[src/rtl/fpu_env_store_if.sv]
// fpu_env_store_if: memory write bus (req/ack) between the FPU store unit and memory
interface fpu_env_store_if #(parameter int ADDR_WIDTH = 20);
    logic [ADDR_WIDTH-1:0] mem_addr;
    logic [15:0] mem_data;
    logic mem_wr_req;
    logic mem_ack;
    modport master(output mem_addr, output mem_data, output mem_wr_req, input mem_ack);
    modport slave(input mem_addr, input mem_data, input mem_wr_req, output mem_ack);
endinterface

[src/rtl/fpu_env_store.sv]
// fpu_env_store: FSTCW/FSTSW/FSTENV store sequencer with post-FSTENV exception masking
module fpu_env_store #(parameter int ADDR_WIDTH = 20) (
    input logic clk,
    input logic reset,
    input logic start,
    input logic [1:0] op,
    input logic [ADDR_WIDTH-1:0] base_addr,
    input logic [15:0] control_word,
    input logic [15:0] status_word,
    input logic [15:0] tag_word,
    input logic [19:0] instr_ptr,
    input logic [10:0] opcode,
    input logic [19:0] operand_ptr,
    fpu_env_store_if.master mem,
    output logic cw_write_en,
    output logic [15:0] cw_write_data,
    output logic busy,
    output logic done,
    output logic error
);
    localparam logic [1:0] IDLE = 2'd0;
    localparam logic [1:0] WRITE = 2'd1;
    localparam logic [1:0] MASK = 2'd2;
    localparam logic [1:0] FINISH = 2'd3;
    logic [1:0] state;
    logic [2:0] idx;
    logic env_q, err_q;
    logic [15:0] w0_q, sw_q, tw_q;
    logic [19:0] ip_q, opp_q;
    logic [10:0] opc_q;
    logic [ADDR_WIDTH-1:0] base_q;
    logic [15:0] w [8];
    logic wr;
    // word 0 holds SW for FSTSW, CW otherwise, so the single-word ops share one path
    assign w = '{w0_q, sw_q, tw_q, ip_q[15:0], {ip_q[19:16], 1'b0, opc_q}, opp_q[15:0],
                 {opp_q[19:16], 12'h000}, 16'h0000};
    assign wr = state == WRITE;
    assign mem.mem_wr_req = wr;
    assign mem.mem_addr = wr ? base_q + ADDR_WIDTH'({idx, 1'b0}) : '0;
    assign mem.mem_data = wr ? w[idx] : 16'h0000;
    assign cw_write_en = state == MASK;
    assign cw_write_data = state == MASK ? w0_q | 16'h003F : 16'h0000;
    assign busy = wr || state == MASK;
    assign done = state == FINISH;
    assign error = state == FINISH && err_q;
    always_ff @(posedge clk or posedge reset) begin
        if (reset) begin
            state <= IDLE;
            idx <= '0;
            env_q <= 1'b0;
            err_q <= 1'b0;
            w0_q <= '0;
            sw_q <= '0;
            tw_q <= '0;
            ip_q <= '0;
            opp_q <= '0;
            opc_q <= '0;
            base_q <= '0;
        end else begin
            case (state)
                IDLE: if (start) begin
                    state <= op == 2'b11 ? FINISH : WRITE;
                    err_q <= op == 2'b11;
                    env_q <= op == 2'b10;
                    idx <= '0;
                    w0_q <= op == 2'b01 ? status_word : control_word;
                    sw_q <= status_word;
                    tw_q <= tag_word;
                    ip_q <= instr_ptr;
                    opc_q <= opcode;
                    opp_q <= operand_ptr;
                    base_q <= base_addr;
                end
                WRITE: if (mem.mem_ack) begin
                    if (idx == (env_q ? 3'd6 : 3'd0)) state <= env_q ? MASK : FINISH;
                    else idx <= idx + 3'd1;
                end
                MASK: state <= FINISH;
                default: state <= IDLE;
            endcase
        end
    end
endmodule

[src/flat_wrapper.sv]
// flat-port wrapper written by rule: the top's interface ports become plain ports
module fpu_env_store_flat 
#(parameter int ADDR_WIDTH = 20)
  (clk, reset, start, op, base_addr, control_word, status_word, tag_word, instr_ptr, opcode, operand_ptr, cw_write_en, cw_write_data, busy, done, error, mem_mem_addr, mem_mem_data, mem_mem_wr_req, mem_mem_ack);
  fpu_env_store_if #(.ADDR_WIDTH(ADDR_WIDTH)) mem_i ();
  input logic clk;
  input logic reset;
  input logic start;
  input logic [1:0] op;
  input logic [ADDR_WIDTH-1:0] base_addr;
  input logic [15:0] control_word;
  input logic [15:0] status_word;
  input logic [15:0] tag_word;
  input logic [19:0] instr_ptr;
  input logic [10:0] opcode;
  input logic [19:0] operand_ptr;
  output logic cw_write_en;
  output logic [15:0] cw_write_data;
  output logic busy;
  output logic done;
  output logic error;
  output wire logic [$bits(mem_i.mem_addr)-1:0] mem_mem_addr;
  output wire logic [$bits(mem_i.mem_data)-1:0] mem_mem_data;
  output wire logic [$bits(mem_i.mem_wr_req)-1:0] mem_mem_wr_req;
  input wire logic [$bits(mem_i.mem_ack)-1:0] mem_mem_ack;
  assign mem_mem_addr = mem_i.mem_addr;
  assign mem_mem_data = mem_i.mem_data;
  assign mem_mem_wr_req = mem_i.mem_wr_req;
  assign mem_i.mem_ack = mem_mem_ack;
  fpu_env_store #(.ADDR_WIDTH(ADDR_WIDTH)) u_core (.clk(clk), .reset(reset), .start(start), .op(op), .base_addr(base_addr), .control_word(control_word), .status_word(status_word), .tag_word(tag_word), .instr_ptr(instr_ptr), .opcode(opcode), .operand_ptr(operand_ptr), .mem(mem_i), .cw_write_en(cw_write_en), .cw_write_data(cw_write_data), .busy(busy), .done(done), .error(error));
endmodule
[config.mk]
export PLATFORM = sky130hd
export DESIGN_NAME = fpu_env_store_flat
export DESIGN_NICKNAME = d
export VERILOG_FILES = /design/src/rtl/fpu_env_store_if.sv /design/src/rtl/fpu_env_store.sv /design/src/flat_wrapper.sv
export SDC_FILE = /design/constraint.sdc
export NUM_CORES = 1
export LEC_CHECK = 0
export CAP_MARGIN = 10
export CORE_ASPECT_RATIO = 0.5
export CORE_UTILIZATION = 50
export CTS_BUF_LIST = sky130_fd_sc_hd__clkbuf_2 sky130_fd_sc_hd__clkbuf_4 sky130_fd_sc_hd__clkbuf_8
export DETAILED_ROUTE_END_ITERATION = 16
export PLACE_DENSITY_LB_ADDON = 0.3
export SLEW_MARGIN = 0
export SYNTH_ARGS = -nofsm -noshare
export SYNTH_HDL_FRONTEND = slang
export SYNTH_SLANG_ARGS = --single-unit
export TNS_END_PERCENT = 1
[constraint.sdc]
create_clock -name clk -period 5.2 [get_ports clk]
set_clock_uncertainty 0.2 [all_clocks]
set_input_delay 0.52 -clock clk [delete_from_list [all_inputs] [get_ports clk]]
set_output_delay 0.52 -clock clk [all_outputs]
set_load 0.1 [all_outputs]
Word level (Yosys, flattened, before mapping)
Index checks and enable logic that the tools add are counted.
{"block": "totals", "reg_bits": 126, "inputBits": 125, "output_inout_bits": 57, "word_cells": 51}
{"block": "classes", "n_addsub": 2, "n_lt_le_gt_ge": 1, "eq_ne": 11, "n_mux": 18, "bitwise_logic": 1, "reduce_logical": 7}
{"op": "$mux 16", "n": 5}
{"op": "$bmux 16 s3", "n": 1}
{"op": "$add 20x4->20", "n": 1}
{"op": "$mux 20", "n": 1}
{"op": "$mux 3", "n": 4}
{"op": "$eq 2x2->1 const B", "n": 4}
{"op": "$mux 2", "n": 4}
{"op": "$ne 2x2->1 const B", "n": 4}
{"op": "$pmux 2 s3", "n": 1}
{"op": "$pmux 3 s2", "n": 1}
{"op": "$eq 2x1->1 const B", "n": 2}
{"op": "$ge 4x4->1 const B", "n": 1}
{"op": "$not 3->4", "n": 1}
{"op": "$reduce_and 4->1", "n": 1}
{"op": "$add 3x1->3 const B", "n": 1}
{"op": "$eq 3x3->1", "n": 1}
{"op": "$reduce_and 3->1", "n": 1}
{"op": "$logic_not 2->1", "n": 1}
{"op": "$reduce_and 2->1", "n": 1}
{"op": "$reduce_bool 2->1", "n": 1}
{"op": "$logic_and 1x1->1", "n": 1}
{"op": "$logic_or 1x1->1", "n": 1}
{"op": "$mux 1", "n": 1}

Logic depth before layout (Yosys ltp)
Gate-level depths: netlist of run 1.
{"block": "logic_depth", "depth_word": 5, "ltp_mapped": 7, "depth_no_buf": 6}

Worst setup path after synthesis of run 1
OpenSTA, ideal clock, no wires.
{"block": "synth_timing", "path_type": "register to output", "start": "register u_core.state[1]", "end": "output mem_mem_addr[18]", "arrival_ns": 4.777, "required_ns": 4.480, "path_slack_ns": -0.297, "path_stages_with_launch": 6, "path_buffers": 1, "cell_sequence": "dfrtp_1 -> inv_1 -> ha_1 -> clkbuf_1 -> nand2_1 -> o41ai_1"}
{"block": "synth_between", "elab_chain_cells": 2}
{"item": "start: declaration", "line_no": "fpu_env_store.sv:25", "rtl": "logic [1:0] state;"}
{"item": "start signal: assignment", "line_no": "fpu_env_store.sv:62", "rtl": "state <= op == 2'b11 ? FINISH : WRITE;"}
{"item": "start signal: assignment", "line_no": "fpu_env_store.sv:75", "rtl": "if (idx == (env_q ? 3'd6 : 3'd0)) state <= env_q ? MASK : FINISH;"}
{"item": "$eq 2x1->1", "line_no": "fpu_env_store.sv:37", "rtl": "assign wr = state == WRITE;"}
{"item": "named net mem_mem_wr_req", "line_no": "flat_wrapper.sv:24", "rtl": "output wire logic [$bits(mem_i.mem_wr_req)-1:0] mem_mem_wr_req;"}
{"item": "$mux 20", "line_no": "fpu_env_store.sv:39", "rtl": "assign mem.mem_addr = wr ? base_q + ADDR_WIDTH'({idx, 1'b0}) : '0;"}
{"item": "end: declaration", "line_no": "flat_wrapper.sv:22", "rtl": "output wire logic [$bits(mem_i.mem_addr)-1:0] mem_mem_addr;"}
The timed path passes the listed nets, and every way through them passes these cells.

Worst setup path in the final report of run 1
{"block": "layout_timing", "start": "register u_core.state[1]", "end": "output mem_mem_data[12]"}
{"block": "layout_between", "elab_chain_cells": 2}
{"item": "$eq 2x1->1", "line_no": "fpu_env_store.sv:37"}
{"item": "$mux 16", "line_no": "fpu_env_store.sv:40", "rtl": "assign mem.mem_data = wr ? w[idx] : 16'h0000;"}
{"item": "end: declaration", "line_no": "flat_wrapper.sv:23", "rtl": "output wire logic [$bits(mem_i.mem_data)-1:0] mem_mem_data;"}
Every way passes these cells.

==> impl_results.md, run 1 <==
* Detailed placement HPWL at 11000 µm
* Worst r2r src: u_core.state[1]
* Detail Route Antenna Nets at 0
* Clock Sinks at 126
* Clk root buf: clkbuf_8
* Die Footprint at 0.0134 mm²
* Tot GR Track Use at 24.4%
* CP Max Fanout at 34
* Net Count, Synth at 667
* Largest net degree at the start of global routing at 86
* Sequential-to-total area share from yosys stat at 48.8%
* Initial Util at 52.9%
* Latest clock arrival within the worst-skew pair at 430 ps
* First-pass GRT wire length at 24600 µm
* TritonCTS clock tree: done
* CP most frequent cell: inv_1
* Max IR drop VDD at 0.000629 V
* H-tree levels at 4
* Fin crit share at 82.9%
* Top layer in use: met4
* Crit Path Class: flip-flop to output port
* Worst Hold Class: input pin to asynchronous set/reset pin
* Startpoint types: flip-flop
* Detailed-route DRC error count at 0
* Grt total ovfl at 0
* Period minus WS final at 4310 ps
* Input/output buffers at 181
* Worst-Margin Slew at 1190 ps
* Wire length on met3 at 837 µm
* Hold Vio Cnt, Final at 0
* Distinct cells, synth at 48
* Mapped Area at 0.00645 mm²
* N_diodes at 0
* Share of cells above drive strength 1 at 26.3%
* EDFF count, synth at 0
* CTS max path bufs at 2
* DRT iter0 DRCs at 250
* Setup violators final at 0
* FF+latch count, synth at 126
* Post-route setup TNS at 0 ps
* Die X at 163 µm
* Die H at 82.3 µm
* Wl on met1 at 6610 µm
* Initial antenna violation count at 0
* Worst setup EP type: output port
* GPL Wtd Cong at 0.830
* Critical Path Slowest Stage Cell: clkdlybuf4s50_1
* Synth Area per Inst at 12.1 µm²
* CTS Buf Count at 17
* Unrepaired setup endpoints after global routing: false
* Routed vias/inst at 5.40
* DR WL/cell at 17.5 µm
* Data arrival time of the critical path at 3590 ps
* Vias in the first global route at 4798
* Primary FF master, synth: dfrtp_1
* Util after Layout at 71.2%
* Layout net count at 832
* # rows at 28
* Maxcap violations at 0
* Pre-antenna DRT Iters at 5
* Max Clk Rate at 0.232 GHz
* Clock-pin slew on the worst setup and hold paths at 80 ps
* Status: complete, no violations
* Post-Synthesis Cells at 533
* Critical-path cell list: inv_1 > ha_1 > inv_1 > a21oi_1 > clkdlybuf4s50_1
* CP Buf/Inv Count at 3
* Met2 wire len at 7680 µm
* Critical Path Max Stage Delay at 1170 ps
* Ys Warns at 0
* Worst rel slew slack at 20.3%
* I/O pin count at 182
* Post-cts sizing count at 0
* Leakage at 3.58 nW
* Asr flop ratio synth at 100%
* Vias at 4731
* Delay-heaviest family, CP: buffers and inverters
* Critical Path Source: u_core.state[1]
* Post-CTS Hold Buffers at 0
* Worst path required time at 4480 ps
* Area delta synth->final at 34.5%
* Slew Viols, Final at 0
* Fillcell total at 879
* Setup Buffers After CTS at 0
* Core box area at 0.0122 mm²
* Wirelength, routed at 15300 µm
* P per Cell Area at 684 mW/mm²
## worst register-to-register path, delay by kind of cell (launching register included)
kind                       cells  cell delay, ps
buffers and inverters          2             980
AOI/OAI and AO/OA              2             710
DFF                            1             390
adders and majority gates      1             370
muxes                          1             340
## stage by stage
| step | setup slack (ps) | instances | total power, W | hold WS, ps | cell area (µm²) |
|---|---|---|---|---|---|
| after floorplan | 356 | 533 | 0.00438 | 242 | 6460 |
| after global placement | 1460 | 844 | 0.00503 | 254 | 8290 |
| after detailed placement | 1350 | 844 | 0.00512 | 269 | 8290 |
| after CTS | 881 | 876 | 0.00598 | 234 | 8680 |
| after global routing | 658 | 876 | 0.00626 | 253 | 8680 |
| final | 888 | 876 | 0.00594 | 234 | 8680 |
## path summary, 6_finish.rpt
path                                         end  slack, ps  cells after the start
worst min register to register    u_core.w0_q[0]        290                      2
worst min-delay path                u_core.err_q        230                      2
worst max register to register   u_core.state[1]       2100                      6
worst max-delay path            mem_mem_data[12]        890                      5
max in group asynchronous        u_core.w0_q[14]       3400                      3
min in group clk                  u_core.w0_q[0]        290                      2
## layer usage
layer  up-vias  track usage, %
li1       2240               -
met2       145            42.6
met1      2330            30.8
met3        16            4.95
met5         -               0
met4         0            8.50
## synth_stat cells (2+ instances only)
cell type / count / area share, %
nand3_1: 6 / 0.47
nand2b_1: 7 / 0.68
buf_2: 14 / 1.1
and4_1: 3 / 0.41
a21oi_1: 21 / 1.6
o21ai_0: 22 / 1.7
xnor2_1: 4 / 0.54
o311ai_0: 2 / 0.27
ha_1: 8 / 1.6
xor2_1: 4 / 0.54
mux2_2: 105 / 18
and3_1: 2 / 0.19
dfrtp_1: 126 / 49
o41ai_1: 2 / 0.27
inv_1: 8 / 0.47
nor2b_1: 2 / 0.19
or3_1: 6 / 0.58
mux2i_1: 35 / 5.4
buf_1: 2 / 0.12
nor3b_1: 2 / 0.23
o2bb2ai_1: 3 / 0.41
nor3_1: 2 / 0.16
a211oi_1: 4 / 0.47
nand4_1: 4 / 0.39
nand3b_1: 2 / 0.23
mux4_2: 15 / 5.2
and2_1: 14 / 1.4
buf_4: 9 / 1.0
nand2_1: 32 / 1.9
a21o_1: 2 / 0.23
nor2_1: 36 / 2.1
clkbuf_1: 13 / 0.76
## report_power, final
group	internal [W]	switching, W
registers	0.00147	0.000352
logic	0.00118	0.00208
clock network	0.000433	0.000423
## area by class of cell
type	instances	area [µm²]	area share [%]
Clock inverter	15	163	1.87
Tap cell	165	206	2.38
Timing Repair Buffer	186	1810	20.9
Clock buffer	17	234	2.69
Sequential cell	126	3150	36.3
Multi-Input combinational cell	359	3080	35.5
Inverter	8	32.5	0.375
## cells in the final DEF, fill, tap and decap left out, types with 4 or more instances in the layout
master | netlist | final
mux2i_1 | 35 | 35
clkdlybuf4s50_1 | 0 | 162
and2_1 | 14 | 14
nand4_1 | 4 | 4
nor2_1 | 36 | 36
nand2_1 | 32 | 31
xnor2_1 | 4 | 4
clkbuf_8 | 0 | 17
a211oi_1 | 4 | 4
inv_6 | 0 | 5
nand2b_1 | 7 | 7
dfrtp_1 | 126 | 125
o21ai_0 | 22 | 22
xor2_1 | 4 | 4
mux2_2 | 105 | 105
ha_1 | 8 | 8
nand3_1 | 6 | 6
inv_1 | 8 | 7
mux4_2 | 15 | 15
a21oi_1 | 21 | 21
or3_1 | 6 | 6
buf_4 | 9 | 23
## flip-flops by register name, summed over array words and instances, names as in the netlist
| register | count |
|---|---|
| u_core.base_q | 20 |
| u_core.ip_q | 20 |
| u_core.opp_q | 20 |
| u_core.sw_q | 16 |
| u_core.tw_q | 16 |
| u_core.w0_q | 16 |
| u_core.opc_q | 11 |
| u_core.idx | 3 |
| u_core.state | 2 |
| u_core.env_q | 1 |
| u_core.err_q | 1 |
## cell families (layout without fill, tap and decap cells)
logic type	after synthesis	count (layout)	synth area share [%]
and+or+nand+nor	122	122	9.34
AOI/OAI and AO/OA	65	65	6.16
adders and majority gates	9	9	1.86
muxes	155	155	29.0
DFF	126	126	48.8
xor gates and xnor gates	8	8	1.09
buffers and inverters	48	226	3.72
No activity file was read; power rests on OpenSTA's default activity.
==> run 2, diff against run 1 <==
Settings changed: CORE_UTILIZATION 50 to 45.
Clock period 5.2 ns to 3.9 ns, I/O delays scaled along.
==> run 2 against run 1 <==
- cell area grew 2.9%
- via count grew 0.89%
- global-route usage shrank 1.9 points
- clock-buffer cell count grew 2
- flip-flop and latch count is the same
==> impl_results.md, run 2 (synthesis gave the netlist of run 1 again) <==
* Latest clock arrival within the worst-skew pair at 420 ps
* Pre-antenna DRT Iters at 5
* Startpoint types: flip-flop
* Detailed placement HPWL at 11200 µm
* CP most frequent cell: buf_4
* Worst rel slew slack at 33.0%
* Area delta synth->final at 38.4%
* Status: complete, no violations
* Slew Viols, Final at 0
* CTS max path bufs at 2
* Clk root buf: clkbuf_8
* Worst path required time at 3310 ps
* Hold Vio Cnt, Final at 0
* Met2 wire len at 7910 µm
* Tot GR Track Use at 22.5%
* Wl on met1 at 7110 µm
* Layout net count at 837
* Wirelength, routed at 15700 µm
* Worst setup EP type: output port
* Pre-CTS WS at 1110 ps
* Setup violators final at 0
* R2R Setup Slk at 1330 ps
* Final worst slack at 668 ps
* Post-CTS Hold Buffers at 0
* P per Cell Area at 923 mW/mm²
* Die X at 171 µm
* Post-cts sizing count at 0
* Worst Hold Class: input pin to asynchronous set/reset pin
* Detail Route Antenna Nets at 0
* I/O pin count at 182
* Worst r2r src: u_core.state[0]
* Critical-path cell list: inv_1 > ha_1 > inv_1 > buf_4 > buf_4 > nor2_1 > buf_4
* Die H at 86.7 µm
* Grt total ovfl at 0
* Max IR drop VDD at 0.000613 V
* Routed vias/inst at 5.26
* Initial Util at 46.9%
* # rows at 30
* Maxcap violations at 0
* Leakage at 3.75 nW
* CTS Buf Count at 17
* Die Footprint at 0.0149 mm²
* DR WL/cell at 17.3 µm
* Critical Path Slowest Stage Cell: ha_1
* Detailed-route DRC error count at 0
* Core box area at 0.0138 mm²
* R2R depth at 5
* Placed cells at 876
* Input/output buffers at 181
* CP Max Fanout at 16
* Top layer in use: met4
* Unrepaired setup endpoints after global routing: false
* Vias at 4773
* Crit Path Class: flip-flop to output port
* Regs by FF count: u_core.base_q: 20 flops, u_core.ip_q: 20 flops, u_core.opp_q: 20 flops
* Period minus WS final at 3230 ps
* Clock Sinks at 126
* Critical Path Max Stage Delay at 490 ps
* Most common cell after layout, fill and taps aside: clkdlybuf4s50_1
* RR Endpoint: u_core.sw_q[0]
* DRT iter0 DRCs at 189
* Largest net degree at the start of global routing at 76
* GPL Wtd Cong at 0.818
* TritonCTS clock tree: done
* Clock-pin slew on the worst setup and hold paths at 70 ps
* Fillcell total at 1101
* First-pass GRT wire length at 25300 µm
* Post-route setup TNS at 0 ps
* Util after Layout at 64.9%
* Max Clk Rate at 0.309 GHz
* Wire length on met3 at 645 µm
* Fin crit share at 82.9%
* N_diodes at 0
* Initial antenna violation count at 0
* Setup Buffers After CTS at 0
* Vias in the first global route at 4841
* Layout Cells excl Fill at 908
* Data arrival time of the critical path at 2640 ps
* Share of cells above drive strength 1 at 31.8%
* H-tree levels at 4
* Commonest non-fill, non-tap cells in the layout: clkdlybuf4s50_1 (127), dfrtp_1 (125), mux2_2 (105), buf_4 (46), nor2_1 (36)
* Worst-Margin Slew at 1000 ps
[run 2: worst max path at each step]
| stage | slack, ps | startpoint | to |
|---|---|---|---|
| after floorplan | -800 | u_core.state[1] | mem_mem_data[15] |
| after global placement | 1160 | u_core.idx[0] | mem_mem_addr[19] |
| after detailed placement | 1110 | u_core.state[1] | mem_mem_data[5] |
| after CTS | 660 | u_core.state[1] | mem_mem_data[5] |
| after global routing | 460 | u_core.state[1] | mem_mem_data[10] |
| final | 670 | u_core.state[1] | mem_mem_data[5] |
[run 2: per-stage QoR]
step	cell area [µm²]	hold slack (ps)	total power, W
floorplan	6470	242	0.00585
global placement	8490	253	0.00692
detailed placement	8490	265	0.00702
CTS	8930	190	0.00831
global route	8930	220	0.00868
finish	8930	183	0.00824
[run 2: where the power goes]
part	leakage [nW]	switching [W]	internal, W
sequential	1.50	0.000416	0.00196
combinational	2.03	0.00289	0.00171
clock	0.220	0.000545	0.000725
total	3.75	0.00385	0.00439
[run 2: metal layers]
metal	track usage, %	vias to the layer above
met5	0	-
met4	4.95	0
met2	38.8	109
met1	29.4	2410
met3	4.89	12
li1	-	2242
[run 2: final cells by class]
cell class	count	area (µm²)	share of cell area (%)
Sequential cell	126	3150	35.3
Multi-Input combinational cell	359	3090	34.5
Timing Repair Buffer	191	1980	22.1
Clock buffer	19	255	2.86
Tap cell	192	240	2.69
Clock inverter	13	189	2.11
Inverter	8	32.5	0.364
[run 2: worst max-delay path: cells and delay by family, from the launching register on]
family | cells | cell delay [ps]
buffers and inverters | 5 | 1200
and+or+nand+nor | 1 | 110
adders and majority gates | 1 | 490
DFF | 1 | 410
==> run 3, diff against run 2 <==
Clock period 3.9 ns to 2.7 ns, I/O delays scaled along.
==> run 3 against run 2 <==
- the flow now finishes with violations (negative setup slack)
- combinational power rose by 67%
- global-route usage rose by 0.53 points
- sequential share of layout area fell by 2.7 points
- die area did not move
- power rose by 53%
- setup slack got worse by 840 ps
- critical path depth did not move
- non-clock buffer count rose by 11
- clock power rose by 18%
- core utilization rose by 5.4 points
- sequential power rose by 44%
- first-iteration DRC count rose by 7.4%
- critical path type unchanged
==> impl_results.md, run 3 (synthesis gave the netlist of run 1 again) <==
* Status: complete, but fails checks
* Failing checks: negative setup slack
* Core box area at 0.0138 mm²
* Max Clk Rate at 0.348 GHz
* Unrepaired setup endpoints after global routing: true
* Vias in the first global route at 5107
* Critical-path cell list: ha_2 > fa_2 > a21o_1 > and4_4 > nand4_1 > mux2i_2 > buf_12
* Die Footprint at 0.0149 mm²
* Latest clock arrival within the worst-skew pair at 430 ps
* Final worst slack at -174 ps
* Clk root buf: clkbuf_8
* Layout Cells excl Fill at 918
* Commonest non-fill, non-tap cells in the layout: clkdlybuf4s50_1 (124), dfrtp_1 (124), mux2_2 (105), buf_12 (58), mux2i_1 (32)
* Worst-Margin Slew at 627 ps
* Routed vias/inst at 5.25
* Tot Pwr at 0.0126 W
* CTS max path bufs at 2
* Detailed-route DRC error count at 0
* P per Cell Area at 1300 mW/mm²
* Detail Route Antenna Nets at 0
* Crit Path Class: flip-flop to output port
* Data arrival time of the critical path at 2400 ps
* Pre-antenna DRT Iters at 4
* Area after DPL at 0.00915 mm²
* Setup violators final at 12
* Critical Path Slowest Stage Cell: dfrtp_2
* N_diodes at 0
* I/O pin count at 182
* Pre-CTS WS at 72.2 ps
* # rows at 30
* Regs by FF count: u_core.base_q: 20 flops, u_core.ip_q: 20 flops, u_core.opp_q: 20 flops
* Wirelength, routed at 16000 µm
* Worst rel slew slack at 58.2%
* Placed cells at 883
* Slew Viols, Final at 0
* Worst path required time at 2230 ps
* Worst Hold Class: input pin to flip-flop
* Layout net count at 848
* Grt total ovfl at 0
* TritonCTS clock tree: done
* Initial antenna violation count at 0
* Startpoint types: flip-flop
* Maxcap violations at 0
* Tot GR Track Use at 23.1%
* CP Max Fanout at 4
* Largest net degree at the start of global routing at 58
* Vias at 4819
* Detailed placement HPWL at 11600 µm
* Input/output buffers at 181
* Initial Util at 46.9%
* Fin crit share at 106%
* Design area at 0.00968 mm²
* Hold Vio Cnt, Final at 0
* Clock-pin slew on the worst setup and hold paths at 80 ps
* DR WL/cell at 17.4 µm
* Critical Path Max Stage Delay at 410 ps
* H-tree levels at 4
* Clock Sinks at 126
* Leakage at 3.93 nW
* Area delta synth->final at 50.0%
* Die H at 86.7 µm
* Period minus WS final at 2870 ps
* CTS Buf Count at 17
* Fin Hold WS at 237 ps
* First-pass GRT wire length at 25900 µm
* GPL Wtd Cong at 0.820
* DRT iter0 DRCs at 203
* Max IR drop VDD at 0.000677 V
* Worst setup EP type: output port
* Share of cells above drive strength 1 at 40.6%
* Die X at 171 µm
-- run 3: changes by cell type in the layout (fill, tap and decap cells not counted), moves of 3 or more --
cell / previous run / this run
buf_4: 46 / 15
nor2_2: 0 / 19
a21oi_1: 21 / 3
a21oi_2: 0 / 18
buf_12: 18 / 58
clkdlybuf4s50_1: 127 / 124
nor2_1: 36 / 17
bufinv_16: 4 / 1
ha_1: 8 / 5
mux2i_2: 0 / 3
clkinvlp_4: 2 / 9
mux2i_1: 35 / 32
-- run 3: layer usage --
metal / track usage, % / wire (µm) / up-vias
met4: 8.52 / 295 / 0
li1: - / - / 2266
met3: 4.75 / 919 / 26
met5: 0 / 0 / -
met2: 41.0 / 8270 / 135
met1: 27.9 / 6520 / 2392
-- run 3: final timing paths --
kind	startpoint	to	slack (ps)	depth (start not counted)
setup / recovery	u_core.idx[0]	mem_mem_addr[17]	-170	7
hold / removal	tag_word[0]	u_core.tw_q[0]	240	2
setup reg to reg	u_core.idx[1]	u_core.state[1]	510	6
hold reg to reg	u_core.err_q	u_core.err_q	280	2
max in group asynchronous	reset	u_core.idx[0]	1130	4
min in group asynchronous	reset	u_core.base_q[17]	550	3
-- run 3: what timing repair did --
action | 4_1_cts | 5_1_grt
gates resized for setup | 22 | 15
endpoints found under the setup margin | 30 | 31
pin swaps | 7 | 13
hold buffers | 1 | 0
setup buffers | 1 | 2
hold endpoints to repair | 13 | 0
-- run 3: power by group --
part           leakage (nW)  switching, W  internal [W]
clock network         0.161      0.000787      0.000717
logic                  2.27       0.00446       0.00320
registers              1.50      0.000590       0.00284
-- run 3: through the flow --
| stage | util (%) | setup TNS [ps] |
|---|---|---|
| after detailed placement | 66.4 | 0 |
| after CTS | 69.9 | -1520 |
| final | 70.3 | -1020 |
| after global placement | 66.4 | 0 |
| after floorplan | - | -29940 |
| after global routing | 70.3 | -2520 |
-- run 3: final cells by class --
type / count / area, µm²
tap: 192 / 240
multi-input combinational: 359 / 3290
inverter: 8 / 37.5
clock inverter: 14 / 124
clock buffer: 17 / 234
sequential: 126 / 3160
fill: 1008 / 4100
timing repair buffer: 202 / 2600
-- run 3: critical path: cells and delay by family, from the launching register on --
family                     cells  cell delay [ps]
AOI/OAI and AO/OA              1              200
adders and majority gates      2              560
buffers and inverters          1              210
DFF                            1              410
muxes                          1              270
and+or+nand+nor                2              320
